--- src/rtl/ccip_add_seq_pkg.sv ---
// Shared types and constants for the CCI-P read-read-add-write sequencer.
package ccip_add_seq_pkg;

    // Controller states; the encoding width is fixed at 3 bits
    typedef enum logic [2:0] {
        StIdle   = 3'd0,
        StRdA    = 3'd1,
        StRdB    = 3'd2,
        StWaitRd = 3'd3,
        StWr     = 3'd4,
        StWaitWr = 3'd5
    } t_add_seq_state;

    // Read tags identifying which operand a c0 response carries
    localparam logic [15:0] ADD_SEQ_TAG_A = 16'h0000;
    localparam logic [15:0] ADD_SEQ_TAG_B = 16'h0001;

    localparam int unsigned ADD_SEQ_ADDR_W = 42;
    localparam int unsigned ADD_SEQ_WORD_W = 64;
    localparam int unsigned ADD_SEQ_LINE_W = 512;

    // Result cache line: 64-bit sum in the low word, carry just above, zero pad on top
    typedef struct packed {
        logic [ADD_SEQ_LINE_W-ADD_SEQ_WORD_W-2:0] pad;
        logic                                     carry;
        logic [ADD_SEQ_WORD_W-1:0]                sum;
    } t_add_seq_result;

    // Place a 65-bit sum into the result line layout
    function automatic t_add_seq_result add_seq_pack(input logic [ADD_SEQ_WORD_W:0] s);
        t_add_seq_result res;
        res.pad   = '0;
        res.carry = s[ADD_SEQ_WORD_W];
        res.sum   = s[ADD_SEQ_WORD_W-1:0];
        return res;
    endfunction

endpackage

--- src/rtl/ccip_add_seq_watchdog.sv ---
// Wait-state watchdog: counts cycles while enabled, flags expiry at TIMEOUT_CYCLES-1.
// Only instantiated when CCIP_ADD_SEQ_TIMEOUT_EN is defined.
module ccip_add_seq_watchdog #(
    parameter int unsigned TIMEOUT_CYCLES = 4096
) (
    input  logic i_clk,
    input  logic i_rst_n,
    input  logic i_clear,
    input  logic i_enable,
    output logic o_expire
);

    localparam int unsigned CntW = (TIMEOUT_CYCLES > 1) ? $clog2(TIMEOUT_CYCLES) : 1;
    localparam logic [CntW-1:0] LastCnt = CntW'(TIMEOUT_CYCLES - 1);

    logic [CntW-1:0] r_count;

    // Cycle counter; saturates at the expiry value so it never wraps
    always_ff @(posedge i_clk or negedge i_rst_n) begin
        if (!i_rst_n) begin
            r_count <= '0;
        end else if (i_clear) begin
            r_count <= '0;
        end else if (i_enable && (r_count != LastCnt)) begin
            r_count <= r_count + 1'b1;
        end
    end

    assign o_expire = i_enable && (r_count == LastCnt);

endmodule

--- src/rtl/ccip_add_sequencer.sv ---
// Sequences one read A / read B / add / write transaction over CCI-P c0 and c1.
// Optional wait-state timeout is enabled by defining CCIP_ADD_SEQ_TIMEOUT_EN.
module ccip_add_sequencer
    import ccip_add_seq_pkg::*;
#(
    parameter int unsigned TIMEOUT_CYCLES = 4096
) (
    input  logic         clk,
    input  logic         reset_n,
    input  logic         start,
    input  logic [41:0]  src_addr,
    input  logic [41:0]  dst_addr,
    input  logic         c0TxAlmFull,
    input  logic         c1TxAlmFull,
    output logic         rd_req_valid,
    output logic [41:0]  rd_req_addr,
    output logic [15:0]  rd_req_mdata,
    input  logic         rd_rsp_valid,
    input  logic [15:0]  rd_rsp_mdata,
    input  logic [511:0] rd_rsp_data,
    output logic         wr_req_valid,
    output logic [41:0]  wr_req_addr,
    output logic [511:0] wr_req_data,
    input  logic         wr_rsp_valid,
    output logic         busy,
    output logic         done,
    output logic         error
);

    t_add_seq_state  r_state, w_state_d;
    logic [41:0]     r_src, w_src_d;
    logic [41:0]     r_dst, w_dst_d;
    logic [63:0]     r_op_a, w_op_a_d;
    logic [63:0]     r_op_b, w_op_b_d;
    logic            r_has_a, w_has_a_d;
    logic            r_has_b, w_has_b_d;
    logic [64:0]     r_sum, w_sum_d;
    logic            r_rd_valid, w_rd_valid_d;
    logic [41:0]     r_rd_addr, w_rd_addr_d;
    logic [15:0]     r_rd_mdata, w_rd_mdata_d;
    logic            r_wr_valid, w_wr_valid_d;
    logic [41:0]     r_wr_addr, w_wr_addr_d;
    t_add_seq_result r_wr_data, w_wr_data_d;
    logic            r_busy, w_busy_d;
    logic            r_done, w_done_d;
    logic            w_capture;

    // A operand response may land before B is issued, so capture spans RD_B and WAIT_RD
    assign w_capture = rd_rsp_valid && ((r_state == StRdB) || (r_state == StWaitRd));

`ifdef CCIP_ADD_SEQ_TIMEOUT_EN
    logic r_error, w_error_d;
    logic w_in_wait;
    logic w_expire;

    // Counter is held clear outside the wait states, so it restarts on each entry
    assign w_in_wait = (r_state == StWaitRd) || (r_state == StWaitWr);

    ccip_add_seq_watchdog #(
        .TIMEOUT_CYCLES (TIMEOUT_CYCLES)
    ) u_watchdog (
        .i_clk    (clk),
        .i_rst_n  (reset_n),
        .i_clear  (!w_in_wait),
        .i_enable (w_in_wait),
        .o_expire (w_expire)
    );
`endif

    // Next-state, operand capture and registered-output next values
    always_comb begin
        w_state_d    = r_state;
        w_src_d      = r_src;
        w_dst_d      = r_dst;
        w_op_a_d     = r_op_a;
        w_op_b_d     = r_op_b;
        w_has_a_d    = r_has_a;
        w_has_b_d    = r_has_b;
        w_sum_d      = r_sum;
        w_rd_valid_d = 1'b0;
        w_rd_addr_d  = r_rd_addr;
        w_rd_mdata_d = r_rd_mdata;
        w_wr_valid_d = 1'b0;
        w_wr_addr_d  = r_wr_addr;
        w_wr_data_d  = r_wr_data;
        w_done_d     = 1'b0;
`ifdef CCIP_ADD_SEQ_TIMEOUT_EN
        w_error_d    = 1'b0;
`endif

        // First response per tag wins; unknown tags and repeats are dropped
        if (w_capture) begin
            if ((rd_rsp_mdata == ADD_SEQ_TAG_A) && !r_has_a) begin
                w_op_a_d  = rd_rsp_data[63:0];
                w_has_a_d = 1'b1;
            end else if ((rd_rsp_mdata == ADD_SEQ_TAG_B) && !r_has_b) begin
                w_op_b_d  = rd_rsp_data[63:0];
                w_has_b_d = 1'b1;
            end
        end

        unique case (r_state)
            StIdle: begin
                if (start) begin
                    w_src_d   = src_addr;
                    w_dst_d   = dst_addr;
                    w_has_a_d = 1'b0;
                    w_has_b_d = 1'b0;
                    w_state_d = StRdA;
                end
            end
            StRdA: begin
                if (!c0TxAlmFull) begin
                    w_rd_valid_d = 1'b1;
                    w_rd_addr_d  = r_src;
                    w_rd_mdata_d = ADD_SEQ_TAG_A;
                    w_state_d    = StRdB;
                end
            end
            StRdB: begin
                if (!c0TxAlmFull) begin
                    w_rd_valid_d = 1'b1;
                    w_rd_addr_d  = r_src + 42'd1;
                    w_rd_mdata_d = ADD_SEQ_TAG_B;
                    w_state_d    = StWaitRd;
                end
            end
            StWaitRd: begin
                if (r_has_a && r_has_b) begin
                    w_sum_d   = {1'b0, r_op_a} + {1'b0, r_op_b};
                    w_state_d = StWr;
                end
`ifdef CCIP_ADD_SEQ_TIMEOUT_EN
                else if (w_expire) begin
                    w_state_d = StIdle;
                    w_done_d  = 1'b1;
                    w_error_d = 1'b1;
                end
`endif
            end
            StWr: begin
                if (!c1TxAlmFull) begin
                    w_wr_valid_d = 1'b1;
                    w_wr_addr_d  = r_dst;
                    w_wr_data_d  = add_seq_pack(r_sum);
                    w_state_d    = StWaitWr;
                end
            end
            StWaitWr: begin
                if (wr_rsp_valid) begin
                    w_state_d = StIdle;
                    w_done_d  = 1'b1;
                end
`ifdef CCIP_ADD_SEQ_TIMEOUT_EN
                else if (w_expire) begin
                    w_state_d = StIdle;
                    w_done_d  = 1'b1;
                    w_error_d = 1'b1;
                end
`endif
            end
            default: begin
                w_state_d = StIdle;
            end
        endcase

        // busy tracks the next state so it drops in the same cycle done pulses
        w_busy_d = (w_state_d != StIdle);
    end

    // State, datapath and output registers; reset aborts any transaction in flight
    always_ff @(posedge clk or negedge reset_n) begin
        if (!reset_n) begin
            r_state    <= StIdle;
            r_src      <= '0;
            r_dst      <= '0;
            r_op_a     <= '0;
            r_op_b     <= '0;
            r_has_a    <= 1'b0;
            r_has_b    <= 1'b0;
            r_sum      <= '0;
            r_rd_valid <= 1'b0;
            r_rd_addr  <= '0;
            r_rd_mdata <= '0;
            r_wr_valid <= 1'b0;
            r_wr_addr  <= '0;
            r_wr_data  <= '0;
            r_busy     <= 1'b0;
            r_done     <= 1'b0;
        end else begin
            r_state    <= w_state_d;
            r_src      <= w_src_d;
            r_dst      <= w_dst_d;
            r_op_a     <= w_op_a_d;
            r_op_b     <= w_op_b_d;
            r_has_a    <= w_has_a_d;
            r_has_b    <= w_has_b_d;
            r_sum      <= w_sum_d;
            r_rd_valid <= w_rd_valid_d;
            r_rd_addr  <= w_rd_addr_d;
            r_rd_mdata <= w_rd_mdata_d;
            r_wr_valid <= w_wr_valid_d;
            r_wr_addr  <= w_wr_addr_d;
            r_wr_data  <= w_wr_data_d;
            r_busy     <= w_busy_d;
            r_done     <= w_done_d;
        end
    end

`ifdef CCIP_ADD_SEQ_TIMEOUT_EN
    // Error flag accompanies done for one cycle
    always_ff @(posedge clk or negedge reset_n) begin
        if (!reset_n) begin
            r_error <= 1'b0;
        end else begin
            r_error <= w_error_d;
        end
    end

    assign error = r_error;
`else
    logic w_unused_cfg;
    assign w_unused_cfg = (TIMEOUT_CYCLES == 0);
    assign error        = 1'b0;
`endif

    // Only the low word of each response line is an operand
    logic w_unused_rsp;
    assign w_unused_rsp = ^rd_rsp_data[511:64];

    assign rd_req_valid = r_rd_valid;
    assign rd_req_addr  = r_rd_addr;
    assign rd_req_mdata = r_rd_mdata;
    assign wr_req_valid = r_wr_valid;
    assign wr_req_addr  = r_wr_addr;
    assign wr_req_data  = r_wr_data;
    assign busy         = r_busy;
    assign done         = r_done;

endmodule

--- config.mk ---
export PLATFORM = sky130hd
export DESIGN_NAME = ccip_add_sequencer
export DESIGN_NICKNAME = d
export VERILOG_FILES = /design/src/rtl/ccip_add_seq_pkg.sv /design/src/rtl/ccip_add_seq_watchdog.sv /design/src/rtl/ccip_add_sequencer.sv
export SDC_FILE = /design/constraint.sdc
export NUM_CORES = 1
export LEC_CHECK = 0
export CORE_AREA = 2 2 478 480
export DETAILED_ROUTE_END_ITERATION = 7
export DIE_AREA = 0 0 480 482
export PLACE_DENSITY_LB_ADDON = 0.2
export SYNTH_ARGS = -nofsm -noshare
export SYNTH_HDL_FRONTEND = slang
export SYNTH_SLANG_ARGS = --single-unit
--- constraint.sdc ---
create_clock -name clk -period 6.1 [get_ports clk]
set_clock_uncertainty 0.1 [all_clocks]
set_input_delay 0.61 -clock clk [delete_from_list [all_inputs] [get_ports clk]]
set_output_delay 0.61 -clock clk [all_outputs]
set_load 0.01 [all_outputs]
**After elaboration in Yosys (flattened, before gate mapping)**

Cells that the tools add are included.

- Flip-flop bits (word level): 451
- Word-level logic and storage cells: 75

- Add/sub/neg operators: 2
- Equality and inequality tests: 8
- Multiplexer cells: 28
- Bitwise gates (word level): 2
- Reductions and logical operators: 18

Operators with widths:

| cell | number |
|---|---|
| $mux 42 | 2 |
| $pmux 42 s2 | 1 |
| $add 64x64->65 | 1 |
| $add 42x1->42 const B | 1 |
| $mux 16 | 2 |
| $pmux 16 s2 | 1 |
| $mux 3 | 6 |
| $pmux 3 s6 | 1 |
| $eq 16x1->1 const B | 1 |
| $logic_not 16->1 | 1 |
| $mux 1 | 15 |
| $reduce_and 2->1 | 4 |
| $eq 3x2->1 const B | 2 |
| $eq 3x3->1 const B | 2 |
| $reduce_and 3->1 | 2 |
| $logic_and 1x1->1 | 4 |
| $ne 2x2->1 const B | 2 |
| $eq 3x1->1 const B | 1 |
| $logic_not 3->1 | 1 |
| $reduce_bool 3->1 | 1 |
| $logic_not 1->1 | 2 |
| $not 1->1 | 2 |
| $reduce_bool 2->1 | 1 |
| $reduce_or 2->1 | 1 |
| $logic_or 1x1->1 | 1 |

**Longest topological paths before layout**

Gate-level depths: netlist of run 1.

- Depth after elaboration: 7
- Gate-level depth with buffers: 13
- Mapped depth without buffers: 12

**Worst setup path before layout of run 1**

OpenSTA, ideal clock, no wires.

- Path type: reg-to-reg
- Start point: reg r_op_a[15]
- End point: reg r_sum[49]
- Arrival time: 2.824 ns
- Required time: 5.875 ns
- Slack: 3.051 ns
- Cell stages (with the launch flop): 12
- Period minus slack after synthesis: 3.049 ns
- Cells stage by stage: dfrtp_1 ha_1 buf_2 nand4_2 or3_4 o31ai_4 or4b_1 o211ai_2 a21boi_2 o21ai_2 xor2_1 mux2_2

- Cells in the longest elaborated chain, start to end: 1

RTL lines:

| what | line | source |
|---|---|---|
| start: declaration | ccip_add_sequencer.sv:33 | `logic [63:0] r_op_a, w_op_a_d;` |
| start signal: assignment | ccip_add_sequencer.sv:194 | `r_op_a <= w_op_a_d;` |
| $add 64x64->65 | ccip_add_sequencer.sv:130 | `w_sum_d = {1'b0, r_op_a} + {1'b0, r_op_b};` |
| end signal: assignment | ccip_add_sequencer.sv:198 | `r_sum <= w_sum_d;` |
| end: declaration | ccip_add_sequencer.sv:37 | `logic [64:0] r_sum, w_sum_d;` |

No other way between the ends.
A chain may end at the register's enable or synchronous reset.

**Final worst setup path of run 1**

- Start point: reg r_op_a[33]
- End point: reg r_sum[58]

Same word-level chain as after synthesis.

==> results.cfg, run 1 <==
[outcome]
status = completed

[critical_path]
cp_data_arrival_time_ns = 4.58
critical_path.slowest_cell = a211oi_1
worstPathRequired_ns = 6.52
timing.rr.start = r_op_a[33]$_DFFE_PN0P_
worst_setup_path_start_kind = flip-flop
cpPeakStageDelay_ns = 0.72
critPathMaxFanout = 5
r2r_cells = 11
endpoint_kind = flip-flop
crit_path_cell_trace = ha_1 > a21oi_1 > o21ai_1 > a2111oi_0 > nor2_1 > nor4_1 > a211oi_1 > a211oi_1 > o41ai_1 > xnor2_1 > o21ai_0
r2r_end = r_sum[58]$_DFFE_PN0P_
path_common_cell = a211oi_1
rrSetupSlack_ns = 1.94
critPathKind = flip-flop to flip-flop

[logic_synthesis]
yosysWarningCount = 0
synth_top_area_cell = dfrtp_1
synthCells = 2213
dominantRegCellSynth = dfrtp_1
synth_area_per_cell_sq_um = 10.8
synth.top_cell.area_share_pct = 45.5
synth_cell_types = 67
synthArstFlopShare_pct = 100
synthesis.area_sq_um = 24000
ys_ff_latch = 436
synth_edf_count = 0
seq_area_frac_synth_pct = 45.5
ys_top_cells_by_area = dfrtp_1 46%, mux2_2 15%, buf_4 15%

[global_routing]
antenna_found_initial = 34
grt_pass1_vias = 15600
globalRouteTotalUtil_pct = 6.92
grt_overflow = 0
grt_pass1_wl_um = 117000
grt_max_degree = 134

[route]
dr_wl_met3_um = 6930
vias_per_cell = 2.85
wl_per_cell_um = 14.8
wl_met1_um = 36300
vias = 15900
firstDrtPassIters = 5
drt_wl_total_um = 82700
dr.max_layer_used = met5
initialDrtViolationCount = 751
antenna_left = 0
met2_length_um = 36500
drc = 0

[timing]
max_clock_freq_mhz = 241
worst_pin_slew_ns = 1.05
post-route-min-period_ns = 4.16
slew_violations = 0
worst_slack_ns = 1.94
finalHoldViolCount = 0
slew_headroom_pct = 29.7
fin_crit_sh_pct = 68.1
finalSetupTns_ns = 0
rsz0062_at_grt = no
finalSetupViolations = 0

[layout]
final_util_pct = 13.9
fillers = 25500
final_nets = 3211
area_growth_pct = 30.9
layout-drive-gt1-share_pct = 18.4
fin_cells = 5590
regArea_sq_um = 10900
multi_input_area_sq_um = 10900

[floorplan]
die_w_um = 480
rows = 175
dieArea_sq_um = 231000
die_h_um = 482
coreArea_sq_um = 226000
io_pins = 1236
start_util_pct = 10.6

[clocking]
cts_root_buffer = clkbuf_16
cts_setup_buffers = 0
holdBufCountCts = 1
cts_buffers = 61
insertion_delay_ns = 0.72
clock_sinks = 436
clk_path_buf_depth = 3
cts_tree = built
htreeDepth = 2
post_cts_resized = 0
clk_pin_slew_ns = 0.06

[hold_path]
hp-start = rd_req_addr[32]$_DFFE_PN0P_
holdPathStages = 2
whs_endpoint = rd_req_addr[32]$_DFFE_PN0P_
hold_path_class = flip-flop to flip-flop

[place]
pre_cts_slack_ns = 1.75
place.gp.congestion = 0.694
io_buffers = 324
placedCellCount = 5471
dp_hpwl_um = 63000

[pwr]
p_leak_nw = 13.5
vdd_drop_max_v = 0.000207
power.density_nw_per_um2 = 298

[job]
cap_violations = 0
## power by group
part	total, mW	switching [mW]	internal, mW
registers	3.76	0.382	3.38
clock network	3.96	1.56	2.40
logic	1.63	0.800	0.826
## through the flow
step                cell area (sq um)  total power, mW  hold slack, ns
floorplan                       25700             4.73           0.214
global placement                29100             5.48           0.367
detailed placement              29100             5.49           0.369
CTS                             31400             9.66           0.314
global route                    31400             9.94           0.355
finish                          31400             9.35           0.376
## layout make-up
cell class,count,share of cell area (%)
multi-input combinational,1667,34.9
sequential,436,34.8
tap,3009,12.0
timing repair buffer,342,10.9
clock buffer,83,5.58
clock inverter,30,1.57
inverter,18,0.215
antenna,5,0.0399
## cells in the mapped netlist, drive strengths merged (8+ instances only)
master,number
nand4,34
and3,14
dfrtp,436
buf,469
a211oi,13
xnor2,41
mux2,321
nor3,15
nor2,53
o21ai,134
nand2,188
o21bai,18
o211ai,8
nor2b,9
a21oi,85
o31ai,8
inv,18
clkbuf,85
ha,65
xor2,57
nand3,29
a21o,36
## metal layers
layer / global-route usage, % / vias up
met5: 0 / -
met4: 2.43 / 22
met3: 2.41 / 140
met2: 10.8 / 688
met1: 8.77 / 7734
li1: - / 7355
## cells by family after synthesis
family                   share of synthesized area, %
adder cells (fa/ha/maj)                          3.48
XOR/XNOR                                         3.58
buffers and inverters                            16.2
AO/OA/AOI/OAI                                    8.57
other                                          0.0156
flip-flops                                       45.5
AND/OR/NAND/NOR                                  7.45
multiplexers                                     15.2
## worst max-delay path, delay by kind of cell, from the launching register on
family	cells	cell delay (ns)
simple gates	2	0.67
fa+ha+maj	1	0.36
flops	1	0.39
xor+xnor	1	0.25
compound gates	7	2.18
## sequential cells by signal, summed over array words and instances, names as in the netlist
| name | cells |
|---|---|
| r_sum | 65 |
| wr_req_data | 65 |
| r_op_a | 64 |
| r_op_b | 64 |
| r_dst | 42 |
| r_src | 42 |
| rd_req_addr | 42 |
| wr_req_addr | 42 |
| r_state | 3 |
| busy | 1 |
| done | 1 |
| r_has_a | 1 |
| r_has_b | 1 |
| rd_req_mdata | 1 |
| rd_req_valid | 1 |
| wr_req_valid | 1 |
## cell usage in the layout (no fill, tap or decap), types with 5 or more instances in the layout
master	count
ha_1	65
clkbuf_8	14
nor3_1	12
nor2_1	52
buf_4	14
a211oi_1	12
o31ai_1	5
nor2b_1	8
clkbuf_16	61
or2_2	5
a21oi_1	85
clkinv_2	5
clkdlybuf4s50_1	323
and3_1	14
bufinv_16	9
clkinvlp_4	7
xor2_1	57
nand2_1	188
clkbuf_1	8
nand4_1	33
nand3_1	29
a21o_1	36
nor4_1	6
xnor2_1	41
conb_1	463
o21ai_0	126
dfrtp_1	436
inv_1	18
mux2_2	321
o21bai_1	18
o21ai_1	6
o211ai_1	6
or3_1	5
diode_2	5
## how the worst max path moves through the flow
stage                            from                    end  slack [ns]  cells after the start
6_report       r_op_a[33]$_DFFE_PN0P_  r_sum[58]$_DFFE_PN0P_        1.94                     11
3_3_place_gp    r_op_a[0]$_DFFE_PN0P_  r_sum[64]$_DFFE_PN0P_        1.79                     12
5_1_grt        r_op_a[33]$_DFFE_PN0P_  r_sum[58]$_DFFE_PN0P_        1.54                     11
2_1_floorplan  r_op_a[15]$_DFFE_PN0P_  r_sum[49]$_DFFE_PN0P_        3.05                     11
4_1_cts         r_op_a[0]$_DFFE_PN0P_  r_sum[64]$_DFFE_PN0P_        1.74                     12
3_5_place_dp    r_op_a[0]$_DFFE_PN0P_  r_sum[64]$_DFFE_PN0P_        1.75                     12
No activity file was read; power rests on OpenSTA's default activity.
==> inputs of run 2 (changes only) <==
--- a/config.mk
+++ b/config.mk
@@ -5,9 +5,9 @@
 export SDC_FILE = /design/constraint.sdc
 export NUM_CORES = 1
 export LEC_CHECK = 0
-export CORE_AREA = 2 2 478 480
+export CORE_AREA = 2 2 481 483
 export DETAILED_ROUTE_END_ITERATION = 7
-export DIE_AREA = 0 0 480 482
+export DIE_AREA = 0 0 483 485
 export PLACE_DENSITY_LB_ADDON = 0.2
 export SYNTH_ARGS = -nofsm -noshare
 export SYNTH_HDL_FRONTEND = slang
==> constraint.sdc (replaced) <==
create_clock -name clk -period 4.34 [get_ports clk]
set_clock_uncertainty 0.1 [all_clocks]
set_input_delay 0.434 -clock clk [delete_from_list [all_inputs] [get_ports clk]]
set_output_delay 0.434 -clock clk [all_outputs]
set_load 0.01 [all_outputs]
==> results.cfg, run 2 (synthesis gave the netlist of run 1 again) <==
[outcome]
status = completed

[floorplan]
start_util_pct = 10.5
io_pins = 1236
die_w_um = 483
coreArea_sq_um = 229000
rows = 176
die_h_um = 485
dieArea_sq_um = 234000

[layout]
layout_common_cells = 463 x conb_1, 436 x dfrtp_1, 323 x clkdlybuf4s50_1
fin_area_sq_um = 31600
final_nets = 3237
area_growth_pct = 31.6
fillers = 25800
layout-drive-gt1-share_pct = 19.2
final_common_cell = conb_1

[clocking]
clk_path_buf_depth = 3
cts_root_buffer = clkbuf_16
insertion_delay_ns = 0.69
cts_tree = built
clock_sinks = 436
clk_pin_slew_ns = 0.06
cts_buffers = 61
htreeDepth = 2

[place]
dp_hpwl_um = 62100
io_buffers = 324
place.gp.congestion = 0.706
place_area_sq_um = 29500

[timing]
finalSetupTns_ns = 0
worst_pin_slew_ns = 0.828
post-route-min-period_ns = 4.00
max_clock_freq_mhz = 250
finalSetupViolations = 0
slew_violations = 0
rsz0062_at_grt = no
slew_headroom_pct = 44.7
fin_crit_sh_pct = 92.1
finalHoldViolCount = 0

[critical_path]
worstPathRequired_ns = 4.76
endpoint_kind = flip-flop
critPathMaxFanout = 4
critPathKind = flip-flop to flip-flop
worst_setup_path_start_kind = flip-flop
cp_data_arrival_time_ns = 4.42

[route]
initialDrtViolationCount = 545
firstDrtPassIters = 5
drc = 0
wl_per_cell_um = 14.4
antenna_left = 0
vias_per_cell = 2.84
drt_wl_total_um = 81200
vias = 16000

[job]
cap_violations = 0

[pwr]
power.density_nw_per_um2 = 405
p_leak_nw = 13.6
power_mw = 12.8
vdd_drop_max_v = 0.000291

[global_routing]
grt_pass1_vias = 15500
grt_pass1_wl_um = 115000
grt_overflow = 0
grt_max_degree = 78
antenna_found_initial = 29
globalRouteTotalUtil_pct = 6.73

[hold_path]
hold_path_class = input pin to async pin
[run 2: changes by cell type in the layout (fill, tap and decap cells not counted), sizes merged]
cell and change:
buf +26, clkbuf -2, inv +3, clkinv +5, diode -1, clkinvlp -1, bufinv -4
[run 2: final timing paths]
path                                        from                          end  slack [ns]  depth (start not counted)
setup / recovery           r_op_a[0]$_DFFE_PN0P_        r_sum[58]$_DFFE_PN0P_        0.34                         14
hold / removal                           reset_n  wr_req_data[39]$_DFFE_PN0P_        0.19                          2
setup reg to reg           r_op_a[0]$_DFFE_PN0P_        r_sum[58]$_DFFE_PN0P_        0.34                         14
hold reg to reg            r_sum[59]$_DFFE_PN0P_        r_sum[59]$_DFFE_PN0P_        0.38                          2
max in group asynchronous                reset_n  rd_req_addr[16]$_DFFE_PN0P_        2.91                          3
min in group clk                    src_addr[39]        r_src[39]$_DFFE_PN0P_        0.27                          2
[run 2: metal layers]
metal / track usage (%) / wire length, um
met2: 11.0 / 37300
met5: 0 / 141
met3: 2.53 / 7070
met4: 1.74 / 1980
met1: 8.28 / 34600
[run 2: area by class of cell]
class	count	area [sq um]	share of cell area, %
clock inverter	33	339	1.07
antenna	4	10.0	0.0317
sequential	436	10900	34.6
multi-input combinational	1667	10900	34.7
inverter	18	67.6	0.214
tap	3026	3790	12.0
clock buffer	81	1720	5.46
timing repair buffer	368	3770	11.9
[run 2: power breakdown]
| group | total (mW) | switching [mW] | internal (mW) |
|---|---|---|---|
| logic | 2.30 | 1.12 | 1.18 |
| registers | 5.29 | 0.543 | 4.75 |
| clock network | 5.20 | 2.12 | 3.08 |
| total | 12.8 | 3.78 | 9.01 |
[run 2: worst max-delay path, cell delays in order, from the launching register on]
cell and delay (ns):
dfrtp_1 0.38, ha_1 0.30, fa_1 0.43, a21o_1 0.22, a221o_1 0.37, nand2_1 0.10, a21oi_1 0.16, o21ai_0 0.26
buf_4 0.20, a211oi_1 0.13, a211oi_1 0.52, o41ai_1 0.16, buf_4 0.17, xnor2_1 0.23, o21ai_0 0.11
[run 2: timing repair]
| item | in CTS | in global routing |
|---|---|---|
| endpoints found under the hold margin | 49 | 0 |
| setup buffers | 0 | 0 |
| gates resized for setup | 0 | 0 |
| hold buffers | 1 | 0 |
| endpoints found under the setup margin | 0 | 0 |
[run 2: stage by stage]
step | hold slack (ns) | utilization, % | setup WS, ns | cells
6_report | 0.191 | 13.8 | 0.344 | 5633
5_1_grt | 0.186 | 13.8 | 0.0848 | 5630
4_1_cts | 0.157 | 13.8 | 0.232 | 5629
3_5_place_dp | 0.351 | 12.9 | 0.229 | 5514
3_3_place_gp | 0.351 | 12.9 | 0.222 | 5514
2_1_floorplan | 0.0384 | - | 1.29 | 2675
==> inputs of run 3 (changes only) <==
--- a/config.mk
+++ b/config.mk
@@ -6,8 +6,11 @@
 export NUM_CORES = 1
 export LEC_CHECK = 0
 export CORE_AREA = 2 2 481 483
+export CTS_CLUSTER_DIAMETER = 80
+export CTS_CLUSTER_SIZE = 28
 export DETAILED_ROUTE_END_ITERATION = 7
 export DIE_AREA = 0 0 483 485
+export GPL_TIMING_DRIVEN = 0
 export PLACE_DENSITY_LB_ADDON = 0.2
 export SYNTH_ARGS = -nofsm -noshare
 export SYNTH_HDL_FRONTEND = slang
==> results.cfg, run 3 (synthesis gave the netlist of run 1 again) <==
[outcome]
status = completed

[floorplan]
dieArea_sq_um = 234000
die_h_um = 485
io_pins = 1236
die_w_um = 483
start_util_pct = 10.5
coreArea_sq_um = 229000
rows = 176

[timing]
rsz0062_at_grt = no
post-route-min-period_ns = 4.27
worst_slack_ns = 0.0739
max_clock_freq_mhz = 234
slew_violations = 0
worst_pin_slew_ns = 1.10
finalSetupTns_ns = 0
slew_headroom_pct = 26.4
whs_ns = 0.181
finalSetupViolations = 0
finalHoldViolCount = 0
fin_crit_sh_pct = 98.3

[layout]
layout_common_cells = 465 x buf_4, 463 x conb_1, 436 x dfrtp_1
fin_cells = 6124
area_growth_pct = 45.0
regArea_sq_um = 10900
multi_input_area_sq_um = 10900
fillers = 25800
final_util_pct = 15.2
final_nets = 3743
fin_area_sq_um = 34800
layout-drive-gt1-share_pct = 29.7
final_common_cell = buf_4

[clocking]
insertion_delay_ns = 0.67
cts_tree = built
cts_buffers = 48
cts_setup_buffers = 0
clock_sinks = 436
clk_path_buf_depth = 3
cts_root_buffer = clkbuf_16
clk_pin_slew_ns = 0.08
htreeDepth = 2

[critical_path]
r2r_cells = 12
startpoint = r_op_a[0]$_DFFE_PN0P_
worstPathRequired_ns = 4.76
critPathKind = flip-flop to flip-flop
rrSetupSlack_ns = 0.07
path_common_cell = a21oi_1
cp.depth = 12
cp_data_arrival_time_ns = 4.68
critical_path.slowest_cell = o21ai_1
cpPeakStageDelay_ns = 0.56
worst_setup_path_start_kind = flip-flop
endpoint_kind = flip-flop
crit_path_cell_trace = ha_1 > fa_1 > a21o_1 > a221o_1 > nand2_1 > a21oi_1 > o21ai_1 > a21oi_1 > a21oi_1 > o21ai_0 > xnor2_1 > o21ai_0
timing.rr.start = r_op_a[0]$_DFFE_PN0P_
critPathMaxFanout = 4
cp_top_family = compound AO/OA/AOI/OAI gates
path_buf_inv = 0

[global_routing]
grt_max_degree = 101
grt_overflow = 0
antenna_found_initial = 24
use_met1_pct = 9.34
met3_usage_pct = 2.49
globalRouteTotalUtil_pct = 7.51
grt_busiest_layer = met2
grt_pass1_wl_um = 129000
grt_pass1_vias = 17500
grt_use_met2_pct = 12.2

[place]
place_area_sq_um = 32900
pre_cts_slack_ns = -0.443
io_buffers = 324
placedCellCount = 6034
place.gp.congestion = 0.716
dp_hpwl_um = 72800

[route]
firstDrtPassIters = 5
vias_per_cell = 2.85
initialDrtViolationCount = 773
drc = 0
antenna_left = 0
wl_per_cell_um = 14.8
vias = 17500
drt_wl_total_um = 90400

[job]
cap_violations = 0

[pwr]
vdd_drop_max_v = 0.000261
p_leak_nw = 15.9
power.density_nw_per_um2 = 362
power_mw = 12.6

[hold_path]
hold_path_class = input pin to async pin
-- run 3: changes by cell type in the layout (fill, tap and decap cells not counted), moves of 6 or more --
cell       previous run  this run
buf_4                28       465
clkbuf_8             12         2
clkbuf_1              8        80
inv_8                 0         7
buf_12               15         0
clkinv_8              0        11
buf_16                0         6
clkinv_2             13         3
clkbuf_16            61        48
-- run 3: cell type report --
class / count / area share (%)
Multi-Input combinational cell: 1667 / 31.5
Sequential cell: 436 / 31.4
Buffer: 553 / 11.0
Tap cell: 3026 / 10.9
Timing Repair Buffer: 334 / 9.93
Clock buffer: 50 / 3.53
Clock inverter: 39 / 1.60
Inverter: 18 / 0.194
Antenna cell: 1 / 0.00720
-- run 3: worst paths after layout --
path,to
max in group asynchronous,rd_req_addr[2]$_DFFE_PN0P_
worst min register to register,r_sum[33]$_DFFE_PN0P_
worst max register to register,r_sum[62]$_DFFE_PN0P_
min in group clk,r_src[22]$_DFFE_PN0P_
worst min-delay path,wr_req_data[40]$_DFFE_PN0P_
worst max-delay path,r_sum[62]$_DFFE_PN0P_
-- run 3: worst reg2reg max path, stage by stage, from the launching register on --
cell and delay [ns]:
dfrtp_1 0.38, ha_1 0.32, fa_1 0.45, a21o_1 0.22
a221o_1 0.38, nand2_1 0.12, a21oi_1 0.16, o21ai_1 0.56
a21oi_1 0.31, a21oi_1 0.55, o21ai_0 0.21, xnor2_1 0.28
o21ai_0 0.11
-- run 3: what timing repair did --
item / in CTS / in global routing
gates resized for setup: 5 / 3
endpoints found under the setup margin: 76 / 13
cloned: 0 / 0
endpoints found under the hold margin: 62 / 0
hold buffers: 1 / 0
pin swaps: 0 / 0
-- run 3: report_power, final --
| group | internal (mW) | switching (mW) | total (mW) |
|---|---|---|---|
| sequential | 4.74 | 0.522 | 5.26 |
| clock | 2.33 | 2.33 | 4.66 |
| combinational | 1.44 | 1.24 | 2.68 |
| total | 8.51 | 4.08 | 12.6 |
-- run 3: metal layers --
layer	up-vias	wire length (um)
met3	114	6850
met4	16	2640
met5	-	106
met2	688	41400
li1	8427	-
met1	8218	39400
